$ cat config.mk
export PLATFORM = sky130hd
export DESIGN_NAME = iram_uart_loader
export DESIGN_NICKNAME = d
export VERILOG_FILES = /design/src/rtl/loader_pkg.sv /design/src/rtl/uart_rx.sv /design/src/rtl/iram_uart_loader.sv
export SDC_FILE = /design/constraint.sdc
export NUM_CORES = 1
export LEC_CHECK = 0
export BUFFER_PORTS_ARGS = -buffer_cell sky130_fd_sc_hd__buf_2
export CAP_MARGIN = 40
export CORE_AREA = 2 2 103 130
export CTS_CLUSTER_DIAMETER = 100
export CTS_CLUSTER_SIZE = 40
export DETAILED_ROUTE_END_ITERATION = 10
export DIE_AREA = 0 0 105 132
export PLACE_DENSITY = 0.66
export SKIP_LAST_GASP = 1
export SYNTH_ARGS = -nofsm -noshare
export SYNTH_HDL_FRONTEND = slang
export SYNTH_HIERARCHICAL = 1
export SYNTH_SLANG_ARGS = --single-unit
$ cat constraint.sdc
create_clock -name clk -period 3.3 [get_ports clk]
set_clock_uncertainty 0.2 [all_clocks]
set_input_delay 0.495 -clock clk [delete_from_list [all_inputs] [get_ports clk]]
set_output_delay 0.495 -clock clk [all_outputs]
set_load 0.02 [all_outputs]
$ cat src/rtl/loader_pkg.sv
// Shared definitions for the UART boot loader: frame header,
// field widths and the state encodings of both FSMs.
package loader_pkg;

    localparam logic [7:0] LDR_HDR = 8'hA5;
    localparam int BYTE_W = 8;
    localparam int LEN_W = 16;
    localparam int WORD_W = 32;

    typedef enum logic [2:0] {
        ST_IDLE,
        ST_LEN0,
        ST_LEN1,
        ST_DATA,
        ST_CSUM,
        ST_DONE,
        ST_ERR
    } ldr_state_t;

    typedef enum logic [2:0] {
        RX_IDLE,
        RX_START,
        RX_DATA,
        RX_STOP,
        RX_OK,
        RX_BAD
    } rx_state_t;

endpackage

$ cat src/rtl/uart_rx.sv
// UART 8N1 receiver: 2-FF synchroniser, mid-bit sampling timer,
// one-cycle rx_valid / rx_ferr pulses after the stop-bit sample.
module uart_rx
    import loader_pkg::*;
#(
    parameter int CLK_DIV = 434
) (
    input  logic              clk,
    input  logic              reset,
    input  logic              rx,
    output logic [BYTE_W-1:0] rx_data,
    output logic              rx_valid,
    output logic              rx_ferr
);

    localparam int TW = $clog2(CLK_DIV);
    localparam logic [TW-1:0] FULL = TW'(CLK_DIV - 1);
    localparam logic [TW-1:0] HALF = TW'(CLK_DIV / 2 - 1);

    rx_state_t         state;
    rx_state_t         state_nxt;
    logic              rx_s1;
    logic              rx_s2;
    logic              rx_s3;
    logic [TW-1:0]     timer;
    logic [2:0]        bit_cnt;
    logic [BYTE_W-1:0] shreg;
    logic              tick;
    logic              fall;

    assign tick = (timer == '0);
    assign fall = rx_s3 & ~rx_s2;

    always_ff @(posedge clk) begin
        if (!reset) begin
            state <= RX_IDLE;
        end else begin
            state <= state_nxt;
        end
    end

    // Sync flops reset low so a line held low across reset is not
    // mistaken for a start bit; only a genuine high-to-low edge counts.
    always_ff @(posedge clk) begin
        if (!reset) begin
            rx_s1   <= 1'b0;
            rx_s2   <= 1'b0;
            rx_s3   <= 1'b0;
            timer   <= '0;
            bit_cnt <= '0;
            shreg   <= '0;
        end else begin
            rx_s1 <= rx;
            rx_s2 <= rx_s1;
            rx_s3 <= rx_s2;
            if (state == RX_IDLE) begin
                timer   <= HALF;
                bit_cnt <= '0;
            end else if (tick) begin
                timer <= FULL;
            end else begin
                timer <= timer - 1'b1;
            end
            if (state == RX_DATA && tick) begin
                shreg   <= {rx_s2, shreg[BYTE_W-1:1]};
                bit_cnt <= bit_cnt + 1'b1;
            end
        end
    end

    always_comb begin
        state_nxt = state;
        unique case (state)
            RX_IDLE: begin
                if (fall) state_nxt = RX_START;
            end
            RX_START: begin
                if (tick) state_nxt = rx_s2 ? RX_IDLE : RX_DATA;
            end
            RX_DATA: begin
                if (tick && bit_cnt == 3'd7) state_nxt = RX_STOP;
            end
            RX_STOP: begin
                if (tick) state_nxt = rx_s2 ? RX_OK : RX_BAD;
            end
            RX_OK:   state_nxt = RX_IDLE;
            RX_BAD:  state_nxt = RX_IDLE;
            default: state_nxt = RX_IDLE;
        endcase
    end

    always_comb begin
        rx_data  = shreg;
        rx_valid = (state == RX_OK);
        rx_ferr  = (state == RX_BAD);
    end

endmodule

$ cat src/rtl/iram_uart_loader.sv
// Boot loader: parses A5|LEN|words|CSUM frames from the UART and
// writes the image into IRAM, releasing the CPU on a good checksum.
module iram_uart_loader
    import loader_pkg::*;
#(
    parameter int CLK_DIV = 434,
    parameter int ADDR_W  = 10
) (
    input  logic              clk,
    input  logic              reset,
    input  logic              uart_rx,
    output logic              iram_we,
    output logic [ADDR_W-1:0] iram_waddr,
    output logic [WORD_W-1:0] iram_wdata,
    output logic              cpu_run,
    output logic              busy,
    output logic              load_err
);

    localparam logic [LEN_W:0] DEPTH = (LEN_W + 1)'(1) << ADDR_W;

    ldr_state_t        state;
    ldr_state_t        state_nxt;
    logic [BYTE_W-1:0] rx_data;
    logic              rx_valid;
    logic              rx_ferr;
    logic [BYTE_W-1:0] len_lo;
    logic [LEN_W-1:0]  len_full;
    logic [ADDR_W-1:0] len_m1;
    logic [ADDR_W-1:0] addr;
    logic [1:0]        byte_idx;
    logic [23:0]       wbuf;
    logic [BYTE_W-1:0] csum;
    logic              err_q;
    logic              last_word;

    uart_rx #(
        .CLK_DIV (CLK_DIV)
    ) u_rx (
        .clk      (clk),
        .reset    (reset),
        .rx       (uart_rx),
        .rx_data  (rx_data),
        .rx_valid (rx_valid),
        .rx_ferr  (rx_ferr)
    );

    assign len_full  = {rx_data, len_lo};
    assign last_word = (addr == len_m1);

    always_ff @(posedge clk) begin
        if (!reset) begin
            state <= ST_IDLE;
        end else begin
            state <= state_nxt;
        end
    end

    always_comb begin
        state_nxt = state;
        if (rx_ferr && state != ST_DONE) begin
            state_nxt = ST_ERR;
        end else if (rx_valid) begin
            unique case (state)
                ST_IDLE, ST_ERR: begin
                    if (rx_data == LDR_HDR) state_nxt = ST_LEN0;
                end
                ST_LEN0: state_nxt = ST_LEN1;
                ST_LEN1: begin
                    if (len_full == '0) state_nxt = ST_CSUM;
                    else if ({1'b0, len_full} > DEPTH) state_nxt = ST_ERR;
                    else state_nxt = ST_DATA;
                end
                ST_DATA: begin
                    if (byte_idx == 2'd3 && last_word) state_nxt = ST_CSUM;
                end
                ST_CSUM: state_nxt = (rx_data == csum) ? ST_DONE : ST_ERR;
                default: state_nxt = state;
            endcase
        end
    end

    // addr stops on the last word so LEN == DEPTH never wraps it.
    always_ff @(posedge clk) begin
        if (!reset) begin
            len_lo     <= '0;
            len_m1     <= '0;
            addr       <= '0;
            byte_idx   <= '0;
            wbuf       <= '0;
            csum       <= '0;
            err_q      <= 1'b0;
            iram_we    <= 1'b0;
            iram_waddr <= '0;
            iram_wdata <= '0;
        end else begin
            iram_we <= 1'b0;
            if (rx_valid) begin
                unique case (state)
                    ST_IDLE, ST_ERR: begin
                        if (rx_data == LDR_HDR) begin
                            csum     <= '0;
                            addr     <= '0;
                            byte_idx <= '0;
                        end
                    end
                    ST_LEN0: len_lo <= rx_data;
                    ST_LEN1: begin
                        len_m1   <= ADDR_W'(len_full - 1'b1);
                        addr     <= '0;
                        byte_idx <= '0;
                    end
                    ST_DATA: begin
                        csum     <= csum ^ rx_data;
                        byte_idx <= byte_idx + 1'b1;
                        wbuf     <= {rx_data, wbuf[23:8]};
                        if (byte_idx == 2'd3) begin
                            iram_we    <= 1'b1;
                            iram_waddr <= addr;
                            iram_wdata <= {rx_data, wbuf};
                            if (!last_word) addr <= addr + 1'b1;
                        end
                    end
                    default: ;
                endcase
            end
            if (state_nxt == ST_ERR) err_q <= 1'b1;
        end
    end

    always_comb begin
        cpu_run  = (state == ST_DONE);
        busy     = (state == ST_LEN0) || (state == ST_LEN1) ||
                   (state == ST_DATA) || (state == ST_CSUM);
        load_err = err_q;
    end

endmodule

# Word level (Yosys, flattened, before mapping)
# Cells that the tools add are included.
dict set report totals {
  ff_bits 135
  latchBits 0
  ram_bits 0
  romBits 0
  in_bits 3
  output_inout_bits 46
  word_cells 109
  memories 0
}
dict set report classes {
  addsub 5
  n_mul 0
  div 0
  n_lt_le_gt_ge 1
  n_eq_ne 25
  n_shift 0
  n_mux 28
  bitwise_logic 4
  reduce_logical 26
}
# cell n
set op_table {}
lappend op_table {{$mux W3} 12}
lappend op_table {{$mux W10} 3}
lappend op_table {{$pmux W10 S3} 1}
lappend op_table {{$eq A3 B3 Y1 const B} 7}
lappend op_table {{$gt A16 B11 Y1 const B} 1}
lappend op_table {{$logic_not A16 Y1} 1}
lappend op_table {{$mux W8} 2}
lappend op_table {{$pmux W8 S2} 1}
lappend op_table {{$pmux W3 S5} 1}
lappend op_table {{$eq A3 B2 Y1 const B} 4}
lappend op_table {{$pmux W3 S4} 1}
lappend op_table {{$reduce_and A3 Y1} 4}
lappend op_table {{$add A10 B1 Y10 const B} 1}
lappend op_table {{$eq A10 B10 Y1} 1}
lappend op_table {{$sub A10 B1 Y10 const B} 1}
lappend op_table {{$logic_not A9 Y1} 1}
lappend op_table {{$mux W9} 1}
lappend op_table {{$sub A9 B1 Y9 const B} 1}
lappend op_table {{$eq A8 B8 Y1} 1}
lappend op_table {{$eq A8 B8 Y1 const B} 1}
lappend op_table {{$ne A2 B2 Y1 const B} 4}
lappend op_table {{$xor A8 B8 Y8} 1}
lappend op_table {{$eq A3 B1 Y1 const B} 2}
lappend op_table {{$logic_not A3 Y1} 2}
lappend op_table {{other kinds (19)} 34}

# Depth between registers and ports, before layout
# Gate-level depths: netlist of the first run.
dict set report logic_depth {
  depth_word 7
  depth_mapped 10
}

# By module
# The synthesis of the first run kept the hierarchy.
# mod n_inst cells_per_inst area_per_inst_um2
set by_module_without_submodules {}
lappend by_module_without_submodules {iram_uart_loader 1 595 4884.7}
lappend by_module_without_submodules {uart_rx 1 123 1177.4}

# Least setup slack after synthesis of the first run
# Ideal clock, no wire load.
dict set report synth_path {
  path_kind {register to register}
  startpoint {register u_rx.state[0]}
  endpoint {register err_q, in the netlist load_err}
  t_arrival_ps 1972
  setup_slack_ps 999
  path_stages_with_launch 11
  path_buffers 3
  synth_period_minus_slack_ps 2301
  cell_sequence {dfxtp_1 > clkbuf_1 > inv_1 > and3_1 > and3_1 > clkbuf_1 > and2_1 > clkbuf_1 > and2_1 > o41ai_1 > o31ai_1}
}
dict set report synth_via {
  elab_chain_len 4
  elab_cells_between_ends 6
  cone_classes {3 x eq/ne; 2 x mux; 1 x reduce/logical}
}
# item line_no
set synth_rtl {}
lappend synth_rtl {{from (decl)} uart_rx.sv:20} ;# rx_state_t state;
lappend synth_rtl {{from (signal assigned)} uart_rx.sv:38} ;# state <= state_nxt;
lappend synth_rtl {{$eq A3 B3 Y1} uart_rx.sv:94} ;# rx_valid = (state == RX_OK);
lappend synth_rtl {{named net rx_valid} iram_uart_loader.sv:25} ;# logic rx_valid;
lappend synth_rtl {{$mux W3} iram_uart_loader.sv:63} ;# end else if (rx_valid) begin
lappend synth_rtl {{$mux W3} iram_uart_loader.sv:61} ;# if (rx_ferr && state != ST_DONE) begin
lappend synth_rtl {{$eq A3 B3 Y1} iram_uart_loader.sv:127} ;# if (state_nxt == ST_ERR) err_q <= 1'b1;
lappend synth_rtl {{to (signal assigned)} iram_uart_loader.sv:92} ;# err_q <= 1'b0;
lappend synth_rtl {{to (signal assigned)} iram_uart_loader.sv:127}
lappend synth_rtl {{to (decl)} iram_uart_loader.sv:34} ;# logic err_q;
# The timed path passes the listed nets, and every way through them passes these cells.
# A chain may end at the register's enable or synchronous reset.

# Worst setup path after layout of the first run
dict set report layout_path {
  startpoint {register u_rx.shreg[0], in the netlist u_rx/rx_data[0]}
  endpoint {register addr[9]}
}
dict set report layout_via {
  elab_chain_len 3
}
# item line_no
set layout_rtl {}
lappend layout_rtl {{from (decl)} uart_rx.sv:27} ;# logic [BYTE_W-1:0] shreg;
lappend layout_rtl {{from (signal assigned)} uart_rx.sv:65} ;# shreg <= {rx_s2, shreg[BYTE_W-1:1]};
lappend layout_rtl {{$eq A8 B8 Y1} iram_uart_loader.sv:101} ;# if (rx_data == LDR_HDR) begin
lappend layout_rtl {{$ne A2 B2 Y1 (no line)} -}
lappend layout_rtl {{$reduce_and A5 Y1 (no line)} -}
lappend layout_rtl {{to (signal assigned)} iram_uart_loader.sv:121} ;# if (!last_word) addr <= addr + 1'b1;
lappend layout_rtl {{to (decl)} iram_uart_loader.sv:30} ;# logic [ADDR_W-1:0] addr;
# No other way between the ends.

==> flow_summary.json, run 1 <==
{
  "status": "completed",
  "drc": 0,
  "synth-warning-count": 6,
  "layout_commonest_cell": "nand2_1",
  "rows": 46,
  "ff2ff_path_depth": 6,
  "clk_pin_slew_worst_paths_ns": 0.06,
  "max_stage_delay_ns": 0.58,
  "mostFrequentLayoutCells": "182 x nand2_1, 135 x dfxtp_1, 80 x a21boi_0, 48 x buf_2, 24 x o21ai_0",
  "syn_avg_cell_area_sq_um": 8.44,
  "drt-pass1-iter-count": 4,
  "syn_inst": 718,
  "grt_use_total_pct": 19.6,
  "p_per_area_nw_per_um2": 531,
  "coreArea_sq_um": 12500,
  "ys.flop_type": "dfxtp_1",
  "synth-xor-area-share_pct": 4.62,
  "synth_fa_ha_area_share_pct": 1.65,
  "num_vias": 4847,
  "pin_count": 49,
  "ctsResizeCount": 0,
  "avgRoutedWirePerCell_um": 14.3,
  "synth.net_count": 729,
  "synth-simple-area-share_pct": 23.6,
  "timing.fmax_ghz": 0.388,
  "numCtsBuffers": 17,
  "layout_min_cycle_time_ns": 2.57,
  "min_path_type": "in -> reg",
  "clockBufferDepth": 2,
  "hpwl_um": 9010,
  "start_util_pct": 48.3,
  "die_h_um": 132,
  "synth-seq-cells": 135,
  "clkLatencyLatePin_ns": 0.42,
  "cts_tree": "built",
  "hold_viol": 0,
  "synthMuxAreaShare_pct": 1.98,
  "holdBufCountCts": 0,
  "whs_path_depth": 2,
  "tightest_slew_ns": 0.664,
  "syn_area_sq_um": 6060,
  "wl_um": 13200,
  "tns_ns": 0,
  "cp.required_ns": 3.45,
  "antenna_found_initial": 0,
  "crit_slowest_cell": "dfxtp_1",
  "cp_cell_sequence": "and4_1, a41oi_1, a21oi_2, o21ai_2, or4_1, a21oi_1",
  "min_period_over_period_pct": 78.0,
  "async_flop_share_pct": 0,
  "grt_max_degree": 78,
  "cts_setup_buffers": 0,
  "dieArea_sq_um": 13900,
  "post-place-ws_ns": 0.771,
  "start_kind": "register",
  "fill_cells": 1198,
  "gp_congestion": 0.924,
  "peakVddDrop_mv": 0.252,
  "antennaDiodeCount": 0,
  "grt_pass1_vias": 4566,
  "layout-drive-gt1-share_pct": 12.7,
  "cts-root-buf": "clkbuf_16",
  "antenna_left": 0,
  "cts_sinks": 135,
  "synth-edff-count": 0,
  "slew_headroom_pct": 55.3,
  "rsz0062_at_grt": "no",
  "finalSetupViolCount": 0,
  "seq_area_frac_synth_pct": 44.6,
  "setup_slack_ns": 0.726,
  "layout.nets": 752,
  "cap_violations": 0,
  "hold_ws_ns": 0.0748,
  "synth_top_family_by_area": "simple AND/OR/NAND/NOR gates",
  "viasPerCell": 5.26,
  "place_inst": 890,
  "end_kind": "register",
  "path_class": "reg -> reg",
  "io_buffers": 48,
  "die_x_um": 105,
  "power.leakage_nw": 2.74,
  "htreeDepth": 4,
  "area_delta_synth_final_pct": 15.1,
  "drt_iter0_markers": 303,
  "slew_violations": 0,
  "crit_fanout": 16,
  "final_cells": 922,
  "worstPathArrival_ns": 2.72,
  "yosysUniqueCellTypes": 58,
  "grt_pass1_wl_um": 22000,
  "synth_compound_area_share_pct": 19.0,
  "grt_overflow": 0
}
[area by class of cell]
type	instances	area [sq um]	area share [%]
Multi-Input combinational cell	516	3090	44.3
Sequential cell	135	2700	38.7
Clock buffer	18	429	6.15
Timing Repair Buffer	57	308	4.41
Tap cell	168	210	3.01
Clock inverter	14	186	2.67
Inverter	14	52.6	0.753
[registers in the layout (all words and copies together), names as in the netlist, 2 cells and up]
register / cells
byte_idx: 2
len_m1: 10
iram_wdata: 32
state: 3
csum: 8
u_rx/timer: 9
wbuf: 24
iram_waddr: 10
addr: 10
u_rx/rx_data: 8
len_lo: 8
u_rx/state: 3
u_rx/bit_cnt: 3
[layer usage]
metal / global-route usage, % / wire (um) / up-vias
met5: 0 / 0 / -
met4: 8.74 / 289 / 0
met3: 4.10 / 376 / 17
met2: 33.2 / 6540 / 81
met1: 23.9 / 6000 / 2256
li1: - / - / 2493
[power by group]
group / internal (mW) / switching, mW
Combinational: 0.0333 / 0.0384
Sequential: 1.64 / 0.00739
Clock: 1.21 / 0.776
[cells in the mapped netlist, drive strengths merged, types with 3 or more instances]
cell type | n | area [sq um]
or4 | 3 | 22.5
nor2 | 23 | 86.3
o211a | 9 | 90.1
nor3b | 5 | 37.5
o31a | 3 | 26.3
clkbuf | 40 | 151
o31ai | 3 | 22.5
buf | 13 | 72.6
o21ai | 25 | 129
nand4 | 5 | 31.3
and2 | 13 | 81.3
nor4 | 12 | 105
a21boi | 81 | 608
and3 | 8 | 50.1
a21oi | 20 | 104
nand3 | 6 | 30.0
dfxtp | 135 | 2700
nand2 | 182 | 683
xor2 | 12 | 105
xnor2 | 20 | 175
inv | 14 | 52.6
mux2i | 12 | 120
ha | 8 | 100
nor2b | 15 | 93.8
nor3 | 11 | 55.1
or3 | 10 | 67.6
[worst max-delay path: cells and delay by family (launching register included)]
kind	cells	cell delay, ns
AND/OR/NAND/NOR	2	0.92
AO/OA/AOI/OAI	4	0.80
flip-flops	1	0.58
[per-stage QoR]
step / power, mW / instance area [sq um] / utilization, %
after CTS: 3.73 / 6980 / 55.6
after floorplan: 1.74 / 6060 / -
after global routing: 3.82 / 6980 / 55.6
after global placement: 1.75 / 6360 / 50.7
final: 3.70 / 6980 / 55.6
after detailed placement: 1.75 / 6360 / 50.7
[path summary, 6_finish.rpt]
check	startpoint	endpoint	slack, ns
worst max register to register	u_rx/rx_data[0]$_SDFFE_PN0P_	addr[9]$_SDFFE_PN0P_	0.73
worst min-delay path	uart_rx	u_rx/rx_s1$_SDFF_PN0_	0.07
worst min register to register	u_rx/rx_s1$_SDFF_PN0_	u_rx/rx_s2$_SDFF_PN0_	0.24
worst max-delay path	u_rx/rx_data[0]$_SDFFE_PN0P_	addr[9]$_SDFFE_PN0P_	0.73
[logic make-up (layout without fill, tap and decap cells)]
group / after synthesis / count (layout)
simple gates: 303 / 303
compound gates: 161 / 161
flops: 135 / 135
buf+inv: 67 / 103
xor+xnor: 32 / 32
mux: 12 / 12
fa+ha+maj: 8 / 8
Note: power is estimated with default switching activity, not from simulation.
==> run 2, diff against run 1 <==
==> constraint.sdc (replaced) <==
create_clock -name clk -period 2.6 [get_ports clk]
set_clock_uncertainty 0.2 [all_clocks]
set_input_delay 0.39 -clock clk [delete_from_list [all_inputs] [get_ports clk]]
set_output_delay 0.39 -clock clk [all_outputs]
set_load 0.02 [all_outputs]
==> flow_summary.json, run 2 (same netlist as run 1, synthesis figures left out) <==
{
  "p_per_area_nw_per_um2": 656,
  "final_util_pct": 56.4,
  "top_register": "iram_wdata",
  "io_buffers": 48,
  "power.leakage_nw": 2.79,
  "grt_max_degree": 45,
  "crit_slowest_cell": "or4_1",
  "layout_min_cycle_time_ns": 2.51,
  "place_inst": 900,
  "intPower_mw": 3.66,
  "die_h_um": 132,
  "hold_viol": 0,
  "path_class": "reg -> reg",
  "antenna_found_initial": 0,
  "gp_congestion": 0.887,
  "avgRoutedWirePerCell_um": 14.1,
  "min_path_type": "in -> reg",
  "post-place-ws_ns": 0.141,
  "largest_reg_flops": 32,
  "sequentialPowerShare_pct": 45.0,
  "min_period_over_period_pct": 96.6,
  "grt_overflow": 0,
  "crit_fanout": 16,
  "grt_use_total_pct": 19.7,
  "wl_um": 13100,
  "drt-pass1-iter-count": 5,
  "mostFrequentLayoutCells": "182 x nand2_1, 135 x dfxtp_1, 80 x a21boi_0, 48 x buf_2, 24 x o21ai_0",
  "cts_sinks": 135,
  "max_stage_delay_ns": 0.54,
  "p_sw_share_pct": 21.0,
  "clkLatencyLatePin_ns": 0.42,
  "slew_violations": 0,
  "critPathTopFamily": "simple AND/OR/NAND/NOR gates",
  "area_delta_synth_final_pct": 16.8,
  "grt_pass1_wl_um": 22500,
  "die_x_um": 105,
  "num_vias": 4931,
  "cts_tree": "built",
  "place_area_sq_um": 6440,
  "power.net_switching_mw": 0.976,
  "finalSetupViolCount": 0,
  "drt_iter0_markers": 280,
  "final_cells": 933,
  "tightest_slew_ns": 0.574,
  "peakVddDrop_mv": 0.533,
  "final_cell_area_sq_um": 7080,
  "coreArea_sq_um": 12500,
  "grt_pass1_vias": 4789,
  "antenna_left": 0,
  "worstPathArrival_ns": 2.65,
  "cp_num_buf_inv": 0,
  "p_clk_share_pct": 53.0,
  "pin_count": 49,
  "drc": 0,
  "htreeDepth": 4,
  "dieArea_sq_um": 13900,
  "slew_headroom_pct": 61.4,
  "layout.nets": 764,
  "p_comb_share_pct": 2.0,
  "layout-drive-gt1-share_pct": 14.1,
  "start_util_pct": 48.3,
  "clockBufferDepth": 2,
  "reg_top3": "iram_wdata x32, wbuf x24",
  "start_kind": "register",
  "cp_cell_sequence": "nor4_4, a41oi_1, a21oi_2, o21ai_4, or4_1, a21oi_1",
  "cap_violations": 0,
  "viasPerCell": 5.29,
  "rows": 46,
  "cp.required_ns": 2.74,
  "timing.fmax_ghz": 0.398,
  "layout_commonest_cell": "nand2_1",
  "antennaDiodeCount": 0,
  "cts-root-buf": "clkbuf_16",
  "tns_ns": 0,
  "hold_ws_ns": 0.232,
  "clk_pin_slew_worst_paths_ns": 0.06,
  "setup_slack_ns": 0.0885,
  "hpwl_um": 9120,
  "end_kind": "register",
  "power_mw": 4.64,
  "status": "completed",
  "numCtsBuffers": 17
}
==> run 2: layout make-up <==
cell class | count | area (sq um)
sequential | 135 | 2700
timing repair buffer | 69 | 400
fill | 1198 | 5470
inverter | 14 | 52.6
clock inverter | 13 | 170
tap | 168 | 210
multi-input combinational | 516 | 3100
clock buffer | 18 | 439
==> run 2: power by group through the flow <==
stage	registers [mW]	logic [mW]	clock network, mW
2_1_floorplan	2.13	0.0773	0
6_report	2.09	0.0935	2.46
3_5_place_dp	2.13	0.0936	0
5_1_grt	2.09	0.105	2.61
4_1_cts	2.09	0.0951	2.50
3_3_place_gp	2.13	0.0921	0
==> run 2: final timing paths <==
path	startpoint	to	slack [ns]	cells after the start
hold / removal	reset	u_rx/timer[6]$_SDFF_PN0_	0.23	3
setup / recovery	u_rx/rx_data[3]$_SDFFE_PN0P_	addr[9]$_SDFFE_PN0P_	0.09	6
hold reg to reg	u_rx/rx_s1$_SDFF_PN0_	u_rx/rx_s2$_SDFF_PN0_	0.24	1
setup reg to reg	u_rx/rx_data[3]$_SDFFE_PN0P_	addr[9]$_SDFFE_PN0P_	0.09	6
==> run 2: tightest hold or removal path: stages <==
cell,delay (ns)
buf_2,0.24
nand2_1,0.10
o21ai_0,0.06
==> run 2: timing repair <==
| item | 4_1_cts | 5_1_grt |
|---|---|---|
| setup buffers | 0 | 1 |
| setup endpoints to repair | 0 | 2 |
| hold endpoints to repair | 1 | 0 |
| hold buffers | 1 | 0 |
| gates resized for setup | 0 | 2 |
==> run 2: routing by layer <==
metal | wire length (um) | global-route usage [%] | vias to the layer above
met5 | 0 | 0 | -
met4 | 241 | 6.74 | 0
met3 | 472 | 4.20 | 21
met2 | 6680 | 34.6 | 82
met1 | 5750 | 23.6 | 2305
li1 | - | - | 2523
==> run 3, diff against run 2 <==
--- a/config.mk
+++ b/config.mk
@@ -12,7 +12,7 @@
 export CTS_CLUSTER_SIZE = 40
 export DETAILED_ROUTE_END_ITERATION = 10
 export DIE_AREA = 0 0 105 132
-export PLACE_DENSITY = 0.66
+export PLACE_DENSITY = 0.74
 export SKIP_LAST_GASP = 1
 export SYNTH_ARGS = -nofsm -noshare
 export SYNTH_HDL_FRONTEND = slang
==> flow_summary.json, run 3 (same netlist as run 1, synthesis figures left out) <==
{
  "slew_violations": 0,
  "critPathTopFamily": "simple AND/OR/NAND/NOR gates",
  "clockBufferDepth": 2,
  "status": "completed",
  "dieArea_sq_um": 13900,
  "r2r_slack_ns": 0.16,
  "numCtsBuffers": 17,
  "crit_fanout": 16,
  "cap_violations": 0,
  "clkLatencyLatePin_ns": 0.42,
  "timing.fmax_ghz": 0.409,
  "grt_max_degree": 75,
  "die_h_um": 132,
  "rows": 46,
  "final_util_pct": 56.2,
  "worstPathArrival_ns": 2.59,
  "cp_cell_sequence": "nor4_4, a41oi_1, a21oi_2, o21ai_2, or4_1, a21oi_1",
  "layout_min_cycle_time_ns": 2.44,
  "final_cells": 935,
  "drt-pass1-iter-count": 6,
  "cts_sinks": 135,
  "power.leakage_nw": 2.79,
  "max_stage_delay_ns": 0.54,
  "grt_pass1_wl_um": 22500,
  "min_path_type": "in -> reg",
  "largest_reg_flops": 32,
  "viasPerCell": 5.37,
  "antennaDiodeCount": 0,
  "rsz0062_at_grt": "no",
  "top_register": "iram_wdata",
  "tns_ns": 0,
  "clk_pin_slew_worst_paths_ns": 0.06,
  "end_kind": "register",
  "drt_iter0_markers": 361,
  "mostFrequentLayoutCells": "182 x nand2_1, 135 x dfxtp_1, 80 x a21boi_0, 48 x buf_2, 24 x o21ai_0",
  "die_x_um": 105,
  "tightest_slew_ns": 0.540,
  "layout_commonest_cell": "nand2_1",
  "place_inst": 901,
  "num_vias": 5022,
  "crit_slowest_cell": "or4_1",
  "start_util_pct": 48.3,
  "drc": 0,
  "power_mw": 4.50,
  "slew_headroom_pct": 64.0,
  "cts-root-buf": "clkbuf_16",
  "antenna_left": 0,
  "wl_um": 13300,
  "start_kind": "register",
  "gp_congestion": 0.923,
  "coreArea_sq_um": 12500,
  "pin_count": 49,
  "avgRoutedWirePerCell_um": 14.2,
  "hold_viol": 0,
  "layout-drive-gt1-share_pct": 14.2,
  "reg_top3": "iram_wdata x32, wbuf x24",
  "grt_overflow": 0,
  "antenna_found_initial": 0,
  "cp_num_buf_inv": 0,
  "htreeDepth": 4,
  "hpwl_um": 9020,
  "grt_use_total_pct": 19.6,
  "min_period_over_period_pct": 94.0,
  "finalSetupViolCount": 0,
  "cts_tree": "built",
  "cp.required_ns": 2.75,
  "grt_pass1_vias": 4868,
  "peakVddDrop_mv": 0.404,
  "io_buffers": 48,
  "layout.nets": 765,
  "p_per_area_nw_per_um2": 639,
  "path_class": "reg -> reg",
  "ctsResizeCount": 0,
  "area_delta_synth_final_pct": 16.4
}
## run 3: changes by cell type in the layout (fill, tap and decap cells not counted)
cell / change
inv_8: +2
nor4_2: -1
clkinv_4: +4
o21ai_4: -1
buf_12: +1
nor4_1: +1
bufinv_16: -2
o21ai_2: +1
clkinv_2: +1
inv_6: -2
clkinvlp_4: -2
## run 3: area by class of cell
cell class | instances | area, sq um
clock buffers | 18 | 439
clock inverters | 14 | 140
fillers | 1129 | 5490
inverters | 14 | 52.6
multi-input cells | 516 | 3090
flip-flops and latches | 135 | 2700
well taps | 168 | 210
repair buffers | 70 | 420
## run 3: per-stage QoR
step                      worst slack (ns)  hold WS [ns]  cell area (sq um)
final                                0.156         0.229               7050
after global routing               0.00320         0.266               7050
after CTS                            0.130         0.236               7050
after detailed placement             0.160         0.229               6460
after global placement               0.224         0.232               6460
after floorplan                      0.299         0.212               6060
## run 3: path summary, 6_finish.rpt
check                             endpoint  cells after the start                          from
hold / removal    u_rx/timer[6]$_SDFF_PN0_                      3                         reset
setup / recovery      addr[9]$_SDFFE_PN0P_                      6  u_rx/rx_data[3]$_SDFFE_PN0P_
hold reg to reg      u_rx/rx_s2$_SDFF_PN0_                      1         u_rx/rx_s1$_SDFF_PN0_
setup reg to reg      addr[9]$_SDFFE_PN0P_                      6  u_rx/rx_data[3]$_SDFFE_PN0P_
## run 3: what timing repair did
action                     CTS  global route
hold endpoints to repair     1             0
hold buffers                 1             0
setup endpoints to repair    0             1
setup buffers                0             1
## run 3: tightest hold or removal path, cell delays in order
cell	delay, ns
buf_2	0.24
nand2_1	0.10
o21ai_0	0.06
## run 3: power breakdown
group	internal (mW)	leakage [nW]	total, mW	switching [mW]
clock network	1.36	0.285	2.32	0.960
registers	2.08	1.09	2.09	0.00829
logic	0.0455	1.42	0.0950	0.0495
total	3.49	2.79	4.50	1.02
## run 3: metal layers
metal | vias up | global-route usage [%] | share of wire [%] | wire length [um]
li1 | 2514 | - | - | -
met1 | 2361 | 22.9 | 43 | 5730
met2 | 116 | 33.8 | 51 | 6740
met3 | 31 | 4.65 | 3.7 | 497
met4 | 0 | 9.33 | 2.6 | 344
met5 | - | 0 | 0 | 0
